===== src/rtl/ifetch_pkg.sv =====
// Shared widths, credit limit and response record for the instruction-fetch
// request scheduler.
package ifetch_pkg;

    localparam int PC_W    = 32;
    localparam int DATA_W  = 64;
    localparam int MAX_OUT = 2;
    localparam int CNT_W   = 3;

    typedef struct packed {
        logic [PC_W-1:0]   pc;
        logic [DATA_W-1:0] inst;
    } resp_t;

endpackage


===== src/rtl/ifetch_req_sched_if.sv =====
// Fetch-request, inst-cache and decode-side signals of the fetch scheduler.
interface ifetch_req_sched_if;
    import ifetch_pkg::*;

    logic              fetch_valid_i;
    logic [PC_W-1:0]   fetch_pc_i;
    logic              fetch_ready_o;
    logic              icache_req_o;
    logic [PC_W-1:0]   icache_addr_o;
    logic              icache_addr_ok_i;
    logic              icache_data_ok_i;
    logic [DATA_W-1:0] icache_rdata_i;
    logic              flush_i;
    logic              resp_valid_o;
    logic [PC_W-1:0]   resp_pc_o;
    logic [DATA_W-1:0] resp_inst_o;
    logic              resp_ready_i;
    logic [CNT_W-1:0]  live_cnt_o;
    logic [CNT_W-1:0]  cancel_cnt_o;
    logic              error_o;

    modport slave (
        input  fetch_valid_i, fetch_pc_i, icache_addr_ok_i, icache_data_ok_i,
               icache_rdata_i, flush_i, resp_ready_i,
        output fetch_ready_o, icache_req_o, icache_addr_o, resp_valid_o,
               resp_pc_o, resp_inst_o, live_cnt_o, cancel_cnt_o, error_o
    );

    modport master (
        output fetch_valid_i, fetch_pc_i, icache_addr_ok_i, icache_data_ok_i,
               icache_rdata_i, flush_i, resp_ready_i,
        input  fetch_ready_o, icache_req_o, icache_addr_o, resp_valid_o,
               resp_pc_o, resp_inst_o, live_cnt_o, cancel_cnt_o, error_o
    );
endinterface


===== src/rtl/ifetch_sync_fifo.sv =====
// Show-ahead synchronous FIFO with synchronous clear and an occupancy count.
module ifetch_sync_fifo #(
    parameter int WIDTH = 8,
    parameter int DEPTH = 2,
    parameter int CNT_W = 3
) (
    input  logic             clk,
    input  logic             rst_n,
    input  logic             clear,
    input  logic             push,
    input  logic [WIDTH-1:0] push_data,
    input  logic             pop,
    output logic [WIDTH-1:0] head,
    output logic [CNT_W-1:0] count
);
    localparam int PTR_W = (DEPTH > 1) ? $clog2(DEPTH) : 1;

    logic [WIDTH-1:0] mem [DEPTH];
    logic [PTR_W-1:0] rd_ptr, wr_ptr;
    logic             do_push, do_pop;

    function automatic logic [PTR_W-1:0] next_ptr(input logic [PTR_W-1:0] p);
        return (p == PTR_W'(DEPTH - 1)) ? '0 : p + 1'b1;
    endfunction

    // A pop frees the slot a same-cycle push needs, so push-when-full is legal
    // only together with a pop.
    assign do_pop  = pop & (count != '0);
    assign do_push = push & ((count < CNT_W'(DEPTH)) | do_pop);
    assign head    = mem[rd_ptr];

    // NOTE: non-blocking assignments for all state so every register samples pre-edge values.
    always_ff @(posedge clk or negedge rst_n) begin
        if (!rst_n) begin
            rd_ptr <= '0;
            wr_ptr <= '0;
            count  <= '0;
        end else if (clear) begin
            rd_ptr <= '0;
            wr_ptr <= '0;
            count  <= '0;
        end else begin
            if (do_push) wr_ptr <= next_ptr(wr_ptr);
            if (do_pop)  rd_ptr <= next_ptr(rd_ptr);
            count <= count + CNT_W'(do_push) - CNT_W'(do_pop);
        end
    end

    // NOTE: storage is not reset; entries are only observed once count says they are valid.
    always_ff @(posedge clk) begin
        if (do_push && !clear) mem[wr_ptr] <= push_data;
    end

endmodule


===== src/rtl/ifetch_req_sched.sv =====
// Instruction-fetch request scheduler: credit-limited issue, central live/cancel
// tracking, stale data_ok discard and a response buffer toward decode.
module ifetch_req_sched
    import ifetch_pkg::*;
(
    input  logic         clk,
    input  logic         rst_n,
    ifetch_req_sched_if.slave bus
);
    localparam int OCC_W = CNT_W + 2;

    logic [CNT_W-1:0] live_cnt, cancel_cnt, live_next, cancel_next;
    logic [CNT_W-1:0] pcq_cnt, resp_cnt, resp_next;
    logic [OCC_W-1:0] occ, occ_next;
    logic [PC_W-1:0]  pcq_head;
    logic             error_q, err_set;
    logic             issue, stale, live_ret, spurious, resp_push, resp_pop;
    resp_t            resp_in, resp_head;

    assign occ = OCC_W'(live_cnt) + OCC_W'(cancel_cnt) + OCC_W'(resp_cnt);

    // Flush blocks the request so nothing new is issued into a dying stream.
    assign bus.icache_req_o  = bus.fetch_valid_i & ~bus.flush_i & (occ < OCC_W'(MAX_OUT));
    assign bus.icache_addr_o = bus.fetch_pc_i;
    assign issue             = bus.icache_req_o & bus.icache_addr_ok_i;
    assign bus.fetch_ready_o = issue;

    assign stale    = bus.icache_data_ok_i & (cancel_cnt != '0);
    assign live_ret = bus.icache_data_ok_i & (cancel_cnt == '0) & (live_cnt != '0);
    assign spurious = bus.icache_data_ok_i & (cancel_cnt == '0) & (live_cnt == '0);

    assign resp_push = live_ret & ~bus.flush_i;
    assign resp_pop  = bus.resp_valid_o & bus.resp_ready_i & ~bus.flush_i;
    assign resp_in   = '{pc: pcq_head, inst: bus.icache_rdata_i};

    always_comb begin
        live_next   = live_cnt + CNT_W'(issue) - CNT_W'(live_ret);
        cancel_next = cancel_cnt - CNT_W'(stale);
        resp_next   = resp_cnt + CNT_W'(resp_push) - CNT_W'(resp_pop);
        if (bus.flush_i) begin
            // Every live request still owed a data_ok becomes a cancelled one.
            live_next   = '0;
            cancel_next = cancel_cnt + live_cnt - CNT_W'(live_ret) - CNT_W'(stale);
            resp_next   = '0;
        end
        occ_next = OCC_W'(live_next) + OCC_W'(cancel_next) + OCC_W'(resp_next);
        err_set  = spurious | (occ_next > OCC_W'(MAX_OUT)) | (pcq_cnt != live_cnt);
    end

    always_ff @(posedge clk or negedge rst_n) begin
        if (!rst_n) begin
            live_cnt   <= '0;
            cancel_cnt <= '0;
            error_q    <= 1'b0;
        end else begin
            live_cnt   <= live_next;
            cancel_cnt <= cancel_next;
            error_q    <= error_q | err_set;
        end
    end

    ifetch_sync_fifo #(.WIDTH(PC_W), .DEPTH(MAX_OUT), .CNT_W(CNT_W)) u_pc_queue (
        .clk       (clk),
        .rst_n     (rst_n),
        .clear     (bus.flush_i),
        .push      (issue),
        .push_data (bus.fetch_pc_i),
        .pop       (live_ret),
        .head      (pcq_head),
        .count     (pcq_cnt)
    );

    ifetch_sync_fifo #(.WIDTH(PC_W + DATA_W), .DEPTH(MAX_OUT), .CNT_W(CNT_W)) u_resp_fifo (
        .clk       (clk),
        .rst_n     (rst_n),
        .clear     (bus.flush_i),
        .push      (resp_push),
        .push_data (resp_in),
        .pop       (resp_pop),
        .head      (resp_head),
        .count     (resp_cnt)
    );

    assign bus.resp_valid_o = (resp_cnt != '0);
    assign bus.resp_pc_o    = resp_head.pc;
    assign bus.resp_inst_o  = resp_head.inst;
    assign bus.live_cnt_o   = live_cnt;
    assign bus.cancel_cnt_o = cancel_cnt;
    assign bus.error_o      = error_q;

endmodule


===== src/flat_wrapper.sv =====
// flat-port wrapper written by rule: the top's interface ports become plain ports
module ifetch_req_sched_flat import ifetch_pkg::*;
  (clk, rst_n, bus_fetch_valid_i, bus_fetch_pc_i, bus_icache_addr_ok_i, bus_icache_data_ok_i, bus_icache_rdata_i, bus_flush_i, bus_resp_ready_i, bus_fetch_ready_o, bus_icache_req_o, bus_icache_addr_o, bus_resp_valid_o, bus_resp_pc_o, bus_resp_inst_o, bus_live_cnt_o, bus_cancel_cnt_o, bus_error_o);
  ifetch_req_sched_if bus_i ();
  input  logic clk;
  input  logic rst_n;
  input wire logic [$bits(bus_i.fetch_valid_i)-1:0] bus_fetch_valid_i;
  input wire logic [$bits(bus_i.fetch_pc_i)-1:0] bus_fetch_pc_i;
  input wire logic [$bits(bus_i.icache_addr_ok_i)-1:0] bus_icache_addr_ok_i;
  input wire logic [$bits(bus_i.icache_data_ok_i)-1:0] bus_icache_data_ok_i;
  input wire logic [$bits(bus_i.icache_rdata_i)-1:0] bus_icache_rdata_i;
  input wire logic [$bits(bus_i.flush_i)-1:0] bus_flush_i;
  input wire logic [$bits(bus_i.resp_ready_i)-1:0] bus_resp_ready_i;
  output wire logic [$bits(bus_i.fetch_ready_o)-1:0] bus_fetch_ready_o;
  output wire logic [$bits(bus_i.icache_req_o)-1:0] bus_icache_req_o;
  output wire logic [$bits(bus_i.icache_addr_o)-1:0] bus_icache_addr_o;
  output wire logic [$bits(bus_i.resp_valid_o)-1:0] bus_resp_valid_o;
  output wire logic [$bits(bus_i.resp_pc_o)-1:0] bus_resp_pc_o;
  output wire logic [$bits(bus_i.resp_inst_o)-1:0] bus_resp_inst_o;
  output wire logic [$bits(bus_i.live_cnt_o)-1:0] bus_live_cnt_o;
  output wire logic [$bits(bus_i.cancel_cnt_o)-1:0] bus_cancel_cnt_o;
  output wire logic [$bits(bus_i.error_o)-1:0] bus_error_o;
  assign bus_i.fetch_valid_i = bus_fetch_valid_i;
  assign bus_i.fetch_pc_i = bus_fetch_pc_i;
  assign bus_i.icache_addr_ok_i = bus_icache_addr_ok_i;
  assign bus_i.icache_data_ok_i = bus_icache_data_ok_i;
  assign bus_i.icache_rdata_i = bus_icache_rdata_i;
  assign bus_i.flush_i = bus_flush_i;
  assign bus_i.resp_ready_i = bus_resp_ready_i;
  assign bus_fetch_ready_o = bus_i.fetch_ready_o;
  assign bus_icache_req_o = bus_i.icache_req_o;
  assign bus_icache_addr_o = bus_i.icache_addr_o;
  assign bus_resp_valid_o = bus_i.resp_valid_o;
  assign bus_resp_pc_o = bus_i.resp_pc_o;
  assign bus_resp_inst_o = bus_i.resp_inst_o;
  assign bus_live_cnt_o = bus_i.live_cnt_o;
  assign bus_cancel_cnt_o = bus_i.cancel_cnt_o;
  assign bus_error_o = bus_i.error_o;
  ifetch_req_sched u_core (.clk(clk), .rst_n(rst_n), .bus(bus_i));
endmodule

===== config.mk =====
export PLATFORM = sky130hd
export DESIGN_NAME = ifetch_req_sched_flat
export DESIGN_NICKNAME = d
export VERILOG_FILES = /design/src/rtl/ifetch_pkg.sv /design/src/rtl/ifetch_req_sched_if.sv /design/src/rtl/ifetch_sync_fifo.sv /design/src/rtl/ifetch_req_sched.sv /design/src/flat_wrapper.sv
export SDC_FILE = /design/constraint.sdc
export NUM_CORES = 1
export LEC_CHECK = 0
export CORE_MARGIN = 2
export CORE_UTILIZATION = 51
export DETAILED_ROUTE_END_ITERATION = 16
export HOLD_SLACK_MARGIN = 0.12
export PLACE_DENSITY = 0.8
export REMOVE_ABC_BUFFERS = 1
export SYNTH_ARGS = -nofsm -noshare
export SYNTH_HDL_FRONTEND = slang
export SYNTH_SLANG_ARGS = --single-unit
export TNS_END_PERCENT = 100

===== constraint.sdc =====
create_clock -name clk -period 8.96 [get_ports clk]
set_clock_uncertainty 0.15 [all_clocks]
set_input_delay 0.896 -clock clk [delete_from_list [all_inputs] [get_ports clk]]
set_output_delay 0.896 -clock clk [all_outputs]
set_load 0.005 [all_outputs]

==> impl_metrics.yaml <==
detailed_routing:
  drtPass1Iterations: 4
  wl_per_cell_um: 20.0
  drtIter0Drc: 249
  routed_wl_mm: 22.3
  via_per_inst: 5.18
  vias: 5762
  drc: 0
  drtAntennaViolNets: 0
worst_setup_path:
  cp.required_ns: 9.20
  crit_family: "adder cells"
  worst-r2r-cell-count: 18
  critPathMaxStageDelay_ns: 0.65
  cpMostUsedCell: "fa_1"
  cp-end-kind: "flip-flop"
  arrival_ns: 6.50
  path_buf_inv: 2
  start_kind: "flip-flop"
  cp_max_fo: 6
  reg2reg_setup_slack_ns: 2.69
  reg2reg_from: "u_core.bus.cancel_cnt_o[0]"
  path_class: "reg -> reg"
  regToRegEndpoint: "u_core.bus.error_o"
  crit_chain: "ha_1 > fa_1 > fa_1 > or4b_2 > nor4b_2 > nand3_1 > ha_1 > inv_1 > ha_1 > inv_1 > fa_1 > or2_2 > fa_1 > fa_1 > a211oi_1 > mux2i_1 > a31oi_1 > o2111ai_1"
  slowest_stage: "or4b_2"
global_routing:
  antenna_found_initial: 0
  grt-ovfl-total: 0
  grt_pass1_vias: 6063
  grt_use_total_pct: 18.9
  grt_pass1_wl_mm: 32.8
  grt_max_degree: 73
clock_network:
  cts_max_path_buffers: 3
  insertion_delay_ns: 0.53
  postCtsSetupRepairBufs: 0
  ctsResizeCount: 0
  clock-sinks: 273
  cts_hold_buf: 0
  cts_max_level: 1
  cts_root_buffer: "clkbuf_16"
  cts_tree: "done"
  numCtsBuffers: 28
  clkTransAtPathRegs_ns: 0.06
placement:
  dp_hpwl_mm: 14.5
  io_buffers: 240
  place_congestion: 0.856
  postPlaceCellArea_sq_um: 13500
  dp_cells: 1067
timing:
  slew_headroom_pct: 26.1
  drv_slew: 0
  clock.fmax_mhz: 160
  post-route-min-period_ns: 6.27
  worst_pin_slew_ns: 1.11
  setup_tns_ns: 0
  finalSetupViolCount: 0
  period_share_pct: 70.0
  hold_viol: 0
  grt_setup_unrepaired: "no"
final_layout:
  area_delta_synth_final_pct: 30.1
  layout.cells.non_filler: 1112
  stdcell_area_sq_um: 14400
  fin_util_pct: 68.0
  n_fill_cell: 1376
  multiInputGateArea_sq_um: 2520
  regArea_sq_um: 8120
  antennaDiodeCount: 0
  nets: 961
  drive_gt1_share_pct: 21.0
floorplan:
  die_y_um: 151
  rows: 53
  die_w_um: 151
  die_area_sq_um: 22900
  initial_core_util_pct: 52.3
  pin_count: 241
  core_area_sq_um: 21200
synthesis:
  synth_edf_count: 256
  synth_cell_types: 34
  ys_seq_elements: 273
  async_flop_share_pct: 6.23
  ys_warn_count: 0
  dominantRegCellSynth: "edfxtp_1"
  avgSynthCellArea_sq_um: 18.5
  synth_cells: 599
  synth_area_sq_um: 11100
  ys_seq_area_share_pct: 73.4
power:
  worst_ir_drop_vdd_mv: 0.220
  leakage_uw: 0.00501
  switchingPower_uw: 830
  p_comb_share_pct: 23.2
  power.internal_uw: 2520
  seqPwrFrac_pct: 44.7
  clkPwrFrac_pct: 32.1
  swShare_pct: 24.8
  total_power_uw: 3350
  power_density_nw_per_um2: 233
flow_run:
  cap_violations: 0
min_path:
  hold_start: "u_core.bus.error_o"
  whs_endpoint: "u_core.bus.error_o"
  hold_depth: 2
  holdCritPathClass: "reg -> reg"
outcome:
  status: "finished clean"
-- cell usage in the layout, fill, tap and decap left out, types with 2 or more instances in the layout --
cell             instances
nor2_1                  10
ha_1                    25
inv_1                   35
dfrtp_1                 15
nand2b_1                 4
fa_1                    11
mux2_2                 128
and3_1                   2
nor3_1                   6
bufinv_16                2
clkdlybuf4s50_1        240
nor2b_1                  8
edfxtp_1               256
nor2_4                   4
a21oi_1                  3
clkinv_1                 6
nand2_1                  2
or2_2                    2
clkbuf_16               28
xor2_1                  10
xnor2_1                  5
a21o_1                   2
mux2i_1                  4
clkbuf_1                 6
buf_4                    3
o2111ai_1                3
-- registers in the layout, summed over array words and instances (netlist names) --
name / count
u_core.u_pc_queue.count: 3
u_core.u_resp_fifo.count: 3
u_core.u_resp_fifo.mem: 192
u_core.u_pc_queue.rd_ptr: 1
u_core.u_resp_fifo.rd_ptr: 1
u_core.u_pc_queue.mem: 64
u_core.u_resp_fifo.wr_ptr: 1
u_core.bus.cancel_cnt_o: 3
u_core.u_pc_queue.wr_ptr: 1
u_core.bus.error_o: 1
u_core.bus.live_cnt_o: 3
-- routing by layer --
metal	part of all wire [%]	up-vias	track usage [%]
met5	0	-	0
met3	8.1	33	4.58
met1	39	2868	22.9
met4	2.0	0	5.00
met2	51	211	33.8
li1	-	2650	-
-- synthesized netlist by cell type (all sizes together), types with 5 or more instances --
cell | number | area, sq um
xnor2 | 5 | 43.8
nor3 | 6 | 30.0
edfxtp | 256 | 7690
mux2 | 128 | 1440
buf | 33 | 251
xor2 | 10 | 87.6
nor2b | 8 | 50.1
inv | 35 | 131
nor2 | 14 | 52.6
ha | 25 | 313
clkbuf | 17 | 63.8
fa | 11 | 220
dfrtp | 17 | 425
-- cells by family after synthesis --
family	count (synthesis)	synth area share [%]
muxes	132	13.4
xor gates and xnor gates	15	1.19
adders and majority gates	36	4.82
buffers and inverters	85	4.04
AOI/OAI and AO/OA	12	0.758
and+or+nand+nor	46	2.39
DFF	273	73.4
-- worst max path at each step --
stage / from / endpoint / slack (ns) / depth (start not counted)
6_report: u_core.bus.cancel_cnt_o[0] / u_core.bus.error_o / 2.69 / 18
5_1_grt: u_core.bus.cancel_cnt_o[0] / u_core.bus.error_o / 2.44 / 18
4_1_cts: u_core.bus.cancel_cnt_o[0] / u_core.bus.error_o / 2.67 / 18
3_5_place_dp: bus_flush_i / u_core.bus.error_o / 2.41 / 16
3_3_place_gp: bus_flush_i / u_core.bus.error_o / 2.72 / 15
2_1_floorplan: bus_icache_data_ok_i / u_core.u_resp_fifo.mem[0][0] / 2.28 / 4
-- cell type report --
class | instances | area share, %
Inverter | 35 | 0.914
Multi-Input combinational cell | 241 | 17.5
Timing Repair Buffer | 243 | 16.9
Tap cell | 275 | 2.39
Clock buffer | 34 | 5.03
Clock inverter | 11 | 0.800
Sequential cell | 273 | 56.5
-- worst min-delay path: cells and delay by family, from the launching register on --
family	cells	cell delay [ns]
AO/OA/AOI/OAI	2	0.16
flip-flops	1	0.35
-- power by group through the flow --
stage / Clock (uW) / Sequential (uW) / Combinational [uW]
finish: 1080 / 1500 / 777
global route: 1150 / 1500 / 855
CTS: 1100 / 1500 / 789
detailed placement: 0 / 1520 / 779
global placement: 0 / 1520 / 741
floorplan: 0 / 1530 / 391
-- stage by stage --
step	worst slack [ns]	hold slack (ns)
finish	2.69	0.408
detailed placement	2.41	0.392
global placement	2.72	0.365
floorplan	2.28	0.319
CTS	2.67	0.408
global route	2.44	0.422
Power figures use the tool's default switching activity.
